[config.mk]
export PLATFORM = sky130hd
export DESIGN_NAME = tx_ep_arb
export DESIGN_NICKNAME = d
export VERILOG_FILES = /design/src/rtl/tx_ep_arb_pkg.sv /design/src/rtl/ep_rr_pick.sv /design/src/rtl/tx_ep_arb.sv
export SDC_FILE = /design/constraint.sdc
export NUM_CORES = 1
export LEC_CHECK = 0
export CAP_MARGIN = 20
export CORE_AREA = 2 2 120 122
export DETAILED_ROUTE_END_ITERATION = 6
export DIE_AREA = 0 0 122 124
export MAX_ROUTING_LAYER = met4
export PLACE_DENSITY = 0.74
export SLEW_MARGIN = 20
export SYNTH_ARGS = -nofsm -noshare
export SYNTH_HDL_FRONTEND = slang
export SYNTH_HIERARCHICAL = 1
export SYNTH_SLANG_ARGS = --single-unit
export TNS_END_PERCENT = 20
[constraint.sdc]
create_clock -name clk -period 2.2 [get_ports clk]
set_input_delay 0.22 -clock clk [delete_from_list [all_inputs] [get_ports clk]]
set_output_delay 0.22 -clock clk [all_outputs]
set_load 0.05 [all_outputs]
[src/rtl/tx_ep_arb_pkg.sv]
// tx_ep_arb_pkg: shared state encoding, TRN idle values and parameter defaults for the tx arbiter
package tx_ep_arb_pkg;
  typedef enum logic [3:0] {
    IDLE    = 4'b0001,
    GRANT   = 4'b0010,
    DRIVE   = 4'b0100,
    RELEASE = 4'b1000
  } state_t;
  localparam logic [63:0] TD_IDLE = 64'h0;
  localparam logic [7:0] TREM_IDLE = 8'hFF;
  localparam int NREQ_DEF = 3;
  localparam int MAX_WAIT_DEF = 64;
  localparam int WAITW_DEF = 7;
endpackage

[src/rtl/ep_rr_pick.sv]
// ep_rr_pick: combinational round-robin picker, first set request searching upward from ptr with wrap
//   req   in   request vector
//   ptr   in   highest-priority index
//   idx   out  winning index (0 when nothing requests)
//   valid out  any request present
module ep_rr_pick import tx_ep_arb_pkg::*; #(
  parameter int NREQ = NREQ_DEF,
  parameter int IW = $clog2(NREQ)
) (
  input  logic [NREQ-1:0] req,
  input  logic [IW-1:0]   ptr,
  output logic [IW-1:0]   idx,
  output logic            valid
);
  logic [IW-1:0] j;
  // Scan from the farthest offset down so the offset closest to ptr wins.
  always_comb begin
    idx = '0;
    j = '0;
    for (int i = NREQ - 1; i >= 0; i--) begin
      j = IW'((int'(ptr) + i) % NREQ);
      if (req[j]) idx = j;
    end
  end
  assign valid = |req;
endmodule

[src/rtl/tx_ep_arb.sv]
// tx_ep_arb: round-robin arbiter and TRN tx multiplexer for the shared PCIe endpoint transmit port
//   clk, rst_n                       clock, async active-low reset
//   req_ep / drv_ep                  per-requester request / driving-the-endpoint
//   my_trn                           registered one-hot grant
//   req_td, req_trem_n, req_t*_n     per-requester TRN tx signals (slice i per requester)
//   trn_td, trn_trem_n, trn_t*_n     muxed TRN tx signals to the core
//   arb_err                          sticky protocol-violation flag
module tx_ep_arb import tx_ep_arb_pkg::*; #(
  parameter int NREQ = NREQ_DEF,
  parameter int MAX_WAIT = MAX_WAIT_DEF,
  parameter int WAITW = WAITW_DEF
) (
  input  logic              clk,
  input  logic              rst_n,
  input  logic [NREQ-1:0]   req_ep,
  input  logic [NREQ-1:0]   drv_ep,
  output logic [NREQ-1:0]   my_trn,
  input  logic [NREQ*64-1:0] req_td,
  input  logic [NREQ*8-1:0] req_trem_n,
  input  logic [NREQ-1:0]   req_tsof_n,
  input  logic [NREQ-1:0]   req_teof_n,
  input  logic [NREQ-1:0]   req_tsrc_rdy_n,
  output logic [63:0]       trn_td,
  output logic [7:0]        trn_trem_n,
  output logic              trn_tsof_n,
  output logic              trn_teof_n,
  output logic              trn_tsrc_rdy_n,
  output logic              arb_err
);
  localparam int IW = $clog2(NREQ);
  state_t state, state_nxt;
  logic [IW-1:0] gnt_idx, rr_ptr, win, tgt, nxt_ptr;
  logic [WAITW-1:0] wait_cnt;
  logic [NREQ-1:0] my_trn_nxt, gnt_oh;
  logic win_vld, g_drv, g_req, bad, sel;

  ep_rr_pick #(.NREQ(NREQ), .IW(IW)) u_pick (
    .req(req_ep),
    .ptr(rr_ptr),
    .idx(win),
    .valid(win_vld)
  );

  assign gnt_oh = NREQ'(1) << gnt_idx;
  assign g_drv = drv_ep[gnt_idx];
  assign g_req = req_ep[gnt_idx];
  assign nxt_ptr = (gnt_idx == IW'(NREQ - 1)) ? '0 : gnt_idx + 1'b1;
  // Any non-owner driving, or anyone driving with no owner, is a protocol violation.
  assign bad = (state == IDLE) ? |drv_ep : |(drv_ep & ~gnt_oh);

  always_ff @(posedge clk or negedge rst_n)
    if (!rst_n) begin
      state <= IDLE;
      my_trn <= '0;
      gnt_idx <= '0;
      rr_ptr <= '0;
      wait_cnt <= '0;
      arb_err <= 1'b0;
    end else begin
      state <= state_nxt;
      my_trn <= my_trn_nxt;
      if (state == IDLE && win_vld) gnt_idx <= win;
      if (state == IDLE) wait_cnt <= '0;
      else if (state == GRANT && state_nxt == GRANT) wait_cnt <= wait_cnt + 1'b1;
      if ((state == DRIVE || state == RELEASE) && state_nxt == IDLE) rr_ptr <= nxt_ptr;
      if (bad) arb_err <= 1'b1;
    end

  // RELEASE gives a revoked requester one cycle to show it took the grant anyway.
  always_comb begin
    state_nxt = IDLE;
    case (state)
      IDLE:           state_nxt = win_vld ? GRANT : IDLE;
      GRANT:          state_nxt = g_drv ? DRIVE :
                                  (!g_req || wait_cnt == WAITW'(MAX_WAIT - 1)) ? RELEASE : GRANT;
      DRIVE, RELEASE: state_nxt = g_drv ? DRIVE : IDLE;
      default:        state_nxt = IDLE;
    endcase
    tgt = (state == IDLE) ? win : gnt_idx;
    my_trn_nxt = (state_nxt == GRANT || state_nxt == DRIVE) ? NREQ'(1) << tgt : '0;
  end

  // Unregistered data path: requesters see trn_tdst_rdy_n directly.
  always_comb begin
    sel = (state != IDLE) && g_drv;
    trn_td = sel ? req_td[gnt_idx*64 +: 64] : TD_IDLE;
    trn_trem_n = sel ? req_trem_n[gnt_idx*8 +: 8] : TREM_IDLE;
    trn_tsof_n = sel ? req_tsof_n[gnt_idx] : 1'b1;
    trn_teof_n = sel ? req_teof_n[gnt_idx] : 1'b1;
    trn_tsrc_rdy_n = sel ? req_tsrc_rdy_n[gnt_idx] : 1'b1;
  end
endmodule

==> impl_metrics.csv <==
group,metric,value,unit
floorplan,placementRows,43,
timing,timing.fmax,0.460,GHz
global_route,grt_antenna_before_repair,0,
setup_path,required,1.98,ns
setup_path,cp.arrival,1.95,ns
clocking,cts_tree,"built",
power,p_sw,4.71,mW
power,vdd_drop_max,0.000752,V
global_route,grt_max_degree,42,
drt,final_antenna_net_count,0,
final_layout,final_core_util,0.532,
timing,slew_headroom,0.615,
drt,drc_errors,0,
logic_synthesis,synth_fp_nets,681,
setup_path,critPathKind,"reg -> out",
clocking,root_buffer,"clkbuf_16",
timing,period_needed,2.17,ns
floorplan,die_w,122,um
logic_synthesis,async_flop_share,1.00,
power,p_clk_frac,0.041,
clocking,htreeDepth,1,
floorplan,core_area,0.0137,mm2
setup_path,start_kind,"flip-flop",
setup_path,crit_fanout,24,
logic_synthesis,synth-xor-area-share,0.00866,
hold_path,min_path_type,"in -> async",
floorplan,die_y,124,um
floorplan,initial_core_util,0.221,
logic_synthesis,synth_seq_cells,19,
clocking,cts_made_buffers,3,
logic_synthesis,seq_area_frac_synth,0.157,
setup_path,r2r-end,"wait_cnt[6]$_DFFE_PN0P_",
timing,holdWs,0.340,ns
timing,rsz0062_at_grt,"true",
logic_synthesis,synth_top_family_by_area,"multiplexers",
drt,via_count,4416,
logic_synthesis,synthSimpleGateAreaFrac,0.263,
power,p_leak,2.86,nW
drt,wl_met3,1270,um
logic_synthesis,synth.largest_area_cell,"mux2i_1",
global_route,grt-ovfl-total,0,
placed_design,place_congestion,0.836,
final_layout,fill_cells,1266,
timing,worst_pin_slew,0.576,ns
drt,drt-initial-drc-count,213,
logic_synthesis,yosysWarningCount,6,
setup_path,crit_path_start,"state[0]$_DFF_PN1_",
setup_path,reg2reg_depth,7,
power,p_per_area,1220,mW/mm2
logic_synthesis,synth_area_per_cell,6.83,um2
drt,wl_met1,6510,um
logic_synthesis,synth_commonest_cells,"135 x nor2_1, 82 x mux2i_1, 66 x a21oi_1",
power,seqPwrFrac,0.059,
setup_path,rrSetupSlack,0.17,ns
logic_synthesis,netlist.area_leader.share,0.271,
logic_synthesis,ys_top_cells_by_area,"mux2i_1 27%, nor2_1 17%, dfrtp_1 15%",
timing,finClkSkew,0.00191,ns
status,status,"finished clean",
logic_synthesis,ys_types,48,
flow_run,cap_violations,0,
power,finalPower,8.94,mW
drt,vias_per_cell,4.74,
floorplan,die_area,0.0151,mm2
global_route,grt_pass1_vias,4222,
global_route,grt_pass1_wl,22100,um
logic_synthesis,yosys_most_used_dff,"dfrtp_1",
clocking,holdBufCountCts,0,
power,switching_share,0.526,
global_route,grt_usage,0.190,
setup_path,endpoint_kind,"output pin",
timing,hold_viol_final,0,
timing,finalMaxSlewViolations,0,
logic_synthesis,syn_area,0.00303,mm2
logic_synthesis,synth_mux_area_frac,0.285,
power,p_comb_frac,0.899,
clocking,cts.sink_count,19,
drt,highest_layer,"met4",
clocking,clockBufferDepth,2,
drt,wl_per_cell,17.2,um
clocking,clk_latency,0.25,ns
final_layout,multi_input_area,0.00241,mm2
drt,routed_wl,16000,um
final_layout,final_layout_size_suffix_gt1_frac,0.182,
power,p_int,4.24,mW
drt,dr_wl_met2,8120,um
timing,setup_viol,0,
timing,post-route-period-util,0.988,
final_layout,syn_to_final_growth,141,%
placed_design,dp_hpwl,12600,um
final_layout,n_antenna_cell,0,
placed_design,portBuffers,311,
logic_synthesis,yosysMostFrequentCell,"nor2_1",
clocking,clkTransAtPathRegs,0.05,ns
logic_synthesis,synth_compound_area_frac,0.205,
logic_synthesis,netlist_instances,444,
floorplan,ios,312,
drt,dr.pass1.iters,4,
logic_synthesis,yosys.area_share.adder,0.0165,
final_layout,regArea,482,um2
final_layout,num-nets-final,989,
setup_path,endpoint,"trn_td[46]",
logic_synthesis,synth_edf_count,0,
setup_path,reg2reg_from,"gnt_idx[1]$_DFFE_PN0P_",
cell usage in the layout (no fill, tap or decap), types with 2 or more instances in the layout:
cell | netlist | routed
nand3b_1 | 3 | 3
dfrtp_1 | 18 | 16
a21oi_1 | 66 | 66
a31oi_1 | 3 | 3
nor4_1 | 3 | 3
inv_1 | 7 | 7
mux2i_1 | 82 | 82
o211ai_1 | 11 | 11
o21ai_0 | 6 | 5
mux2_2 | 4 | 4
buf_12 | 0 | 69
nor2_2 | 0 | 9
clkdlybuf4s50_1 | 0 | 236
ha_1 | 4 | 4
clkbuf_16 | 0 | 5
nand2b_1 | 5 | 5
nand2_1 | 22 | 21
or3_1 | 2 | 2
buf_4 | 1 | 31
xor2_1 | 2 | 2
and2b_1 | 2 | 2
o311a_1 | 3 | 3
nor2_1 | 135 | 126
nand3_1 | 2 | 2
stage by stage:
stage	std cells	setup WS (ns)	cell area [um2]	setup TNS, ns
floorplan	444	-0.114	3030	-6.81
global placement	919	0.0632	7070	0
detailed placement	919	0.0495	7070	0
CTS	924	-0.0550	7160	-0.307
global route	931	-0.0406	7300	-0.477
finish	931	0.0262	7300	0
sequential cells by signal (all words and copies together), names as in the netlist:
signal,cells
my_trn,3
rr_ptr,2
gnt_idx,2
arb_err,1
state,4
wait_cnt,7
metal layers:
layer,GRT usage,vias to the layer above
met5,-,-
met4,0.0129,0
met3,0.0339,10
met2,0.329,206
met1,0.242,2041
li1,-,2159
what timing repair did:
action,4_1_cts,5_1_grt
gates cloned,0,2
gates resized for setup,3,15
pin swaps,0,1
endpoints found under the setup margin,72,75
setup buffers,1,5
area by class of cell:
type                       count  share of cell area
clock inverter                 1            0.000685
timing repair buffer         341               0.559
inverter                       7             0.00360
clock buffer                   3              0.0103
sequential                    19              0.0659
tap                          180              0.0308
multi-input combinational    380               0.330
critical path, stage by stage, from the launching register on:
cell,delay (ns)
dfstp_2,0.53
or4b_4,0.48
nand2_2,0.14
buf_12,0.18
nor2_1,0.07
buf_4,0.15
buf_12,0.14
kinds of logic after synthesis:
group / after synthesis
AOI/OAI and AO/OA: 103
xor gates and xnor gates: 3
adders and majority gates: 4
buffers and inverters: 45
DFF: 19
muxes: 86
and+or+nand+nor: 184
how the worst min path moves through the flow:
stage | from | cells after the start | endpoint | slack (ns)
CTS | rst_n | 1 | my_trn[0]$_DFF_PN0_ | 0.36
floorplan | rst_n | 0 | arb_err$_DFFE_PN0P_ | -0.08
finish | rst_n | 1 | my_trn[0]$_DFF_PN0_ | 0.34
global route | rst_n | 1 | my_trn[2]$_DFF_PN0_ | 0.38
detailed placement | arb_err$_DFFE_PN0P_ | 2 | arb_err$_DFFE_PN0P_ | 0.48
global placement | arb_err$_DFFE_PN0P_ | 2 | arb_err$_DFFE_PN0P_ | 0.47
power by group through the flow:
stage / sequential (mW) / combinational [mW] / clock (mW)
after floorplan: 0.582 / 4.17 / 0
after global placement: 0.539 / 7.76 / 0
after detailed placement: 0.543 / 7.79 / 0
after CTS: 0.525 / 7.87 / 0.375
after global routing: 0.544 / 8.46 / 0.397
final: 0.531 / 8.04 / 0.370
No activity file was read; power rests on OpenSTA's default activity.
